**src/rtl/sa2_input_loader_pkg.sv**
```systemverilog
// Shared definitions for the 2x systolic-array input loader: data width,
// FSM state encoding and per-frame element counts.
package sa2_input_loader_pkg;

    localparam int DATA_W = 8;
    localparam int N_W    = 9;
    localparam int N_A    = 16;
    localparam int CNT_W  = 5;

    typedef enum logic [1:0] {
        LOAD_W,
        LOAD_A,
        FIRE,
        WAIT
    } state_t;

endpackage

```
**src/rtl/sa2_input_loader.sv**
```systemverilog
// Streams a 3x3 kernel and a 4x4 input tile into flat registers, then pulses the
// systolic array and holds the operands until it reports completion.
module sa2_input_loader #(
    parameter int DATA_W = sa2_input_loader_pkg::DATA_W
) (
    input  logic              clk,
    input  logic              rst,
    input  logic              in_valid,
    input  logic [DATA_W-1:0] in_data,
    output logic              in_ready,
    input  logic              keep_w,
    input  logic              done_sa2,
    output logic              active_sa2,
    output logic              busy,
    output logic [DATA_W-1:0] a11, a12, a13, a14,
    output logic [DATA_W-1:0] a21, a22, a23, a24,
    output logic [DATA_W-1:0] a31, a32, a33, a34,
    output logic [DATA_W-1:0] a41, a42, a43, a44,
    output logic [DATA_W-1:0] b11, b12, b13,
    output logic [DATA_W-1:0] b21, b22, b23,
    output logic [DATA_W-1:0] b31, b32, b33
);
    import sa2_input_loader_pkg::*;

    state_t             state;
    logic [CNT_W-1:0]   cnt;
    logic [DATA_W-1:0]  a_reg [N_A];
    logic [DATA_W-1:0]  b_reg [N_W];

    // The element counter is shared by both loads and restarts at zero on every state exit.
    always_ff @(posedge clk or negedge rst) begin
        if (!rst) begin
            state <= LOAD_W;
            cnt   <= '0;
            for (int i = 0; i < N_A; i++) a_reg[i] <= '0;
            for (int i = 0; i < N_W; i++) b_reg[i] <= '0;
        end else begin
            case (state)
                LOAD_W: begin
                    if (in_valid) begin
                        b_reg[cnt[3:0]] <= in_data;
                        if (cnt == CNT_W'(N_W - 1)) begin
                            cnt   <= '0;
                            state <= LOAD_A;
                        end else begin
                            cnt <= cnt + 1'b1;
                        end
                    end
                end
                LOAD_A: begin
                    if (in_valid) begin
                        a_reg[cnt[3:0]] <= in_data;
                        if (cnt == CNT_W'(N_A - 1)) begin
                            cnt   <= '0;
                            state <= FIRE;
                        end else begin
                            cnt <= cnt + 1'b1;
                        end
                    end
                end
                FIRE: begin
                    cnt   <= '0;
                    state <= WAIT;
                end
                WAIT: begin
                    if (done_sa2) begin
                        cnt   <= '0;
                        state <= keep_w ? LOAD_A : LOAD_W;
                    end
                end
                default: begin
                    cnt   <= '0;
                    state <= LOAD_W;
                end
            endcase
        end
    end

    assign in_ready   = (state == LOAD_W) || (state == LOAD_A);
    assign active_sa2 = (state == FIRE);
    assign busy       = (state == FIRE) || (state == WAIT);

    assign a11 = a_reg[0];
    assign a12 = a_reg[1];
    assign a13 = a_reg[2];
    assign a14 = a_reg[3];
    assign a21 = a_reg[4];
    assign a22 = a_reg[5];
    assign a23 = a_reg[6];
    assign a24 = a_reg[7];
    assign a31 = a_reg[8];
    assign a32 = a_reg[9];
    assign a33 = a_reg[10];
    assign a34 = a_reg[11];
    assign a41 = a_reg[12];
    assign a42 = a_reg[13];
    assign a43 = a_reg[14];
    assign a44 = a_reg[15];

    assign b11 = b_reg[0];
    assign b12 = b_reg[1];
    assign b13 = b_reg[2];
    assign b21 = b_reg[3];
    assign b22 = b_reg[4];
    assign b23 = b_reg[5];
    assign b31 = b_reg[6];
    assign b32 = b_reg[7];
    assign b33 = b_reg[8];

endmodule

```
**config.mk**
```make
export PLATFORM = sky130hd
export DESIGN_NAME = sa2_input_loader
export DESIGN_NICKNAME = d
export VERILOG_FILES = /design/src/rtl/sa2_input_loader_pkg.sv /design/src/rtl/sa2_input_loader.sv
export SDC_FILE = /design/constraint.sdc
export NUM_CORES = 1
export LEC_CHECK = 0
export CORE_MARGIN = 2
export CORE_UTILIZATION = 40
export CTS_BUF_LIST = sky130_fd_sc_hd__clkbuf_2 sky130_fd_sc_hd__clkbuf_4 sky130_fd_sc_hd__clkbuf_8
export CTS_CLUSTER_SIZE = 40
export DETAILED_ROUTE_END_ITERATION = 12
export PLACE_DENSITY = 0.75
export SYNTH_ARGS = -nofsm -noshare
export SYNTH_HDL_FRONTEND = slang
export SYNTH_SLANG_ARGS = --single-unit
export TNS_END_PERCENT = 30
```
**constraint.sdc**
```tcl
create_clock -name clk -period 2.29 [get_ports clk]
set_input_delay 0.229 -clock clk [delete_from_list [all_inputs] [get_ports clk]]
set_output_delay 0.229 -clock clk [all_outputs]
set_load 0.05 [all_outputs]
```
# == After elaboration in Yosys (flattened, before gate mapping) ==
# Index checks and enable logic that the tools add are counted.
# totals
reg_bits,207
input_bits,13
elab_cells,66
# op_classes
add_sub_neg,1
n_lt_le_gt_ge,2
eq_ne,10
mux,17
bitwise,1
n_reduce_logical,8
# ops
operator,count
$bwmux 128,1
$bwmux 72,1
$demux 8 s4,1
$mux 5,5
$pmux 5 s4,1
$eq 5x4->1 const B,2
$mux 2,5
$ne 2x2->1 const B,5
$mux 8,1
$pmux 2 s4,1
$add 5x1->5 const B,1
$ge 5x5->1 const B,1
$lt 5x1->1 const B,1
$not 4->5,1
$reduce_and 5->1,1
$eq 2x2->1 const B,2
$reduce_and 2->1,2
$reduce_and 3->1,1
$eq 2x1->1 const B,1
$logic_not 2->1,1
$logic_or 1x1->1,2
$logic_and 1x1->1,1
$mux 1,1

# == Depth between registers and ports, before layout ==
# logic_depth
depth_word,6
mapped_depth,7
mapped_depth_nobuf,7

# == Least setup slack after synthesis ==
# OpenSTA, ideal clock, no wires.
# synth_timing
kind,flip-flop to flip-flop
start,register cnt[0]
end,register cnt[3]
t_arrival_ns,1.782
setup_slack_ns,0.413
path_stages_with_launch,8
n_path_buf,0
cell_sequence,dfrtp_1 -> ha_1 -> and3_1 -> ha_1 -> nor3b_1 -> a21oi_1 -> or2_2 -> o31ai_1
# synth_between
elab_chain_cells,4
word_cells_on_any_way,8
# synth_rtl
element,line,source
start: declaration,sa2_input_loader.sv:26,logic [CNT_W-1:0] cnt;
start signal: assignment,sa2_input_loader.sv:46,cnt <= cnt + 1'b1;
start signal: assignment,sa2_input_loader.sv:57,cnt <= cnt + 1'b1;
$add 5x1->5 (tied with other cells),"sa2_input_loader.sv:46, sa2_input_loader.sv:57",
"$mux 5, on equally long branches","sa2_input_loader.sv:53, sa2_input_loader.sv:42",
"$mux 5, on equally long branches","sa2_input_loader.sv:51, sa2_input_loader.sv:40",
$pmux 5 s4 (*),sa2_input_loader.sv:38,case (state)
# Every way passes the cells marked *; elsewhere a longest branch is shown, timed or not. The select of a mux whose other input is x is not followed.
# A chain may end at the register's enable or synchronous reset.

# == Worst setup path in the final report ==
# layout_timing
start,register state[0]
end,output busy
# layout_between
elab_chain_cells,2
word_cells_on_any_way,3
# layout_rtl
element,line,source
start: declaration,sa2_input_loader.sv:25,state_t state;
start signal: assignment,sa2_input_loader.sv:68,state <= keep_w ? LOAD_A : LOAD_W;
$eq 2x2->1,sa2_input_loader.sv:81,assign busy = (state == FIRE) || (state == WAIT);
$logic_or 1x1->1 (*),sa2_input_loader.sv:81,
end: declaration,sa2_input_loader.sv:14,"output logic busy,"
# Every way passes the cells marked *; elsewhere a longest branch is shown, timed or not.

==> metrics.csv <==
stage;metric;value;unit
sta;min_period;2230;ps
detailed_routing;postRouteAntennaNets;0;
sta;worstMarginPinSlew;564;ps
setup_path;required;2060;ps
floorplanning;die_w;147;µm
clocking;clock_path_buffers;3;
detailed_routing;route.detailed.drc;0;
logic_synthesis;yosysTopAreaCellShare;63.7;%
floorplanning;core;20100;µm²
finish;fill_cells;1567;
floorplanning;die-area;21500;µm²
clocking;root_buffer;clkbuf_8;
sta;period_share;97.4;%
logic_synthesis;ys_types;30;
placed_design;io_buffers;215;
detailed_routing;route.met3.wl;1.21;mm
finish;fin_cells;1066;
grt;antenna_found_initial;0;
grt;grt_overflow;0;
clocking;clkSinkCount;207;
job;drv_cap;0;
pwr;pwr-share-comb;47.0;%
finish;nets;796;
sta;clock.fmax;448;MHz
clocking;cts.clk_slew.worst_paths;60;ps
detailed_routing;finalWirelength;21.7;mm
pwr;p_sw_share;43.1;%
finish;n_antenna_cell;0;
setup_path;cp_max_fo;6;
sta;clock_skew;27.2;ps
clocking;h-tree-depth;2;
min_path;hold_class;input port to asynchronous set/reset pin;
clocking;numCtsBuffers;36;
sta;slew_headroom;62.3;%
pwr;p_int;0.00948;W
finish;drive_above_1_share;38.6;%
placed_design;hpwlAfterDp;14.7;mm
floorplanning;io-pin-count;216;
grt;grt_use_total;20.2;%
floorplanning;dieHeight;147;µm
finish;regArea;5180;µm²
sta;finalHoldViolCount;0;
pwr;power_leakage;5.30;nW
sta;rsz0062_at_grt;no;
detailed_routing;num_vias;5261;
setup_path;crit_type;flop to primary output;
pwr;ir_worst_vdd;0.000800;V
logic_synthesis;synth_nets;546;
logic_synthesis;syn_area;8130;µm²
pwr;switching_power;0.00720;W
logic_synthesis;synth_top_cell_by_area;dfrtp_1;
pwr;powerDensity;1450;nW/µm²
clocking;post_cts_buffers;0;
setup_path;worstSetupStartpointType;flop;
finish;multiInputGateArea;2830;µm²
pwr;seq_power_share;32.2;%
run_status;outcome;complete, no violations;
placed_design;globalplace.congestion;0.784;
logic_synthesis;ys_seq_elements;207;
logic_synthesis;synth_seq_area_share;63.7;%
clocking;insertion_delay;520;ps
grt;grt_pass1_wl;33.8;mm
detailed_routing;drt-initial-drc-count;158;
sta;setup_violations;0;
detailed_routing;highest_layer;met4;
logic_synthesis;syn_inst;523;
detailed_routing;met2_length;11.1;mm
clocking;tritoncts;yes;
pwr;p_clk_share;20.8;%
setup_path;worstPathArrival;2000;ps
detailed_routing;viasPerCell;4.94;
sta;final_max_slew_viol_count;0;
floorplanning;row_count;52;
detailed_routing;wl_met1;8.99;mm
detailed_routing;dr.pass1.iters;4;
grt;grt_pass1_vias;5742;
logic_synthesis;syn-mean-instance-area;15.6;µm²
logic_synthesis;ys_top_cells_by_area;dfrtp_1 (64%), mux2_2 (28%), ha_1 (1.5%);
floorplanning;initial_core_util;40.5;%
logic_synthesis;ys_warn_count;0;
finish;syn2layout_area_growth;41.0;%
grt;grt_max_degree;68;
detailed_routing;wl_per_cell;20.4;µm
placed_design;place_inst;1004;
setup_path;cp-end-kind;primary output;
sta;setup-tns-final;0;ps
[cells in the final DEF, fill, tap and decap left out, types with 3 or more instances in the layout]
cell type,count
nand3_1,7
nand2_1,14
buf_12,3
dfrtp_1,207
clkdlybuf4s50_1,211
nor3_2,3
nor2_2,15
clkinv_2,4
clkbuf_8,45
nor2_1,5
inv_1,9
o21ai_0,4
buf_4,17
clkbuf_4,11
mux2_2,202
nand2b_1,5
ha_1,9
[synthesized netlist by cell type]
master / number
a2bb2oi_1: 2
nor3_2: 3
inv_1: 9
a21oi_1: 1
or4bb_1: 1
buf_6: 1
a31oi_1: 1
or2_2: 2
and3_1: 2
nand2b_1: 5
o22a_1: 1
nor3b_1: 1
mux2_2: 202
dfrtp_1: 207
o2bb2ai_1: 1
o21ai_1: 1
buf_2: 3
nor2_2: 16
nor2_1: 5
nand2_1: 14
ha_1: 10
o21ai_0: 4
o21bai_1: 1
and2_1: 1
nand3_1: 7
clkbuf_1: 18
nand3b_1: 1
o31ai_1: 1
buf_4: 1
or3_1: 1
[area by class of cell]
type	count	area share (%)
flip-flops and latches	207	45.2
multi-input cells	284	24.7
repair buffers	235	20.4
clock buffers	55	6.00
well taps	270	2.95
clock inverters	6	0.513
inverters	9	0.295
[path summary, 6_finish.rpt]
| check | startpoint | end | slack (ps) | depth (start not counted) |
|---|---|---|---|---|
| worst max-delay path | state[0] | busy | 60 | 4 |
| worst min-delay path | rst | a23[7] | 310 | 2 |
| worst max register to register | state[1] | a44[2] | 170 | 6 |
| worst min register to register | a12[4] | a12[4] | 500 | 1 |
| max in group asynchronous | rst | a43[5] | 1250 | 3 |
| min in group clk | a12[4] | a12[4] | 500 | 1 |
[worst max-delay path: stages (launching register included)]
cell,delay [ps]
dfrtp_1,430
inv_1,100
ha_1,240
or2_2,270
dlygate4sd2_1,440
[per-stage QoR]
step / setup slack, ps / util, % / hold WS (ps) / total power (W) / area [µm²]
detailed placement: 44.0 / 53.2 / 272 / 0.0133 / 10700
finish: 60.1 / 57.0 / 307 / 0.0167 / 11500
global route: 0.188 / 57.0 / 337 / 0.0173 / 11500
global placement: 127 / 53.2 / 266 / 0.0131 / 10700
floorplan: 413 / - / -66.6 / 0.0105 / 8130
CTS: 28.4 / 57.0 / 299 / 0.0168 / 11500
[routing by layer]
layer  vias to the layer above  GRT usage (%)
met5                         -              0
met4                         0           6.07
met3                        28           4.91
met2                       167           35.0
met1                      2728           25.3
li1                       2338              -
[power groups by stage]
stage	logic, W	registers (W)	clock network (W)
2_1_floorplan	0.00157	0.00890	0
3_3_place_gp	0.00777	0.00534	0
3_5_place_dp	0.00790	0.00543	0
4_1_cts	0.00790	0.00538	0.00355
5_1_grt	0.00811	0.00549	0.00372
6_report	0.00784	0.00537	0.00347
[cells by family after synthesis]
group,after synthesis,share of synthesized area [%]
fa+ha+maj,10,1.54
buf+inv,32,1.66
flops,207,63.7
compound gates,13,1.06
mux,202,28.0
simple gates,59,4.08
[timing repair]
item,in CTS,in global routing
gates resized for setup,2,3
setup endpoints to repair,2,72
endpoints found under the hold margin,64,0
hold buffers,1,0
(Power assumes the default switching activity.)
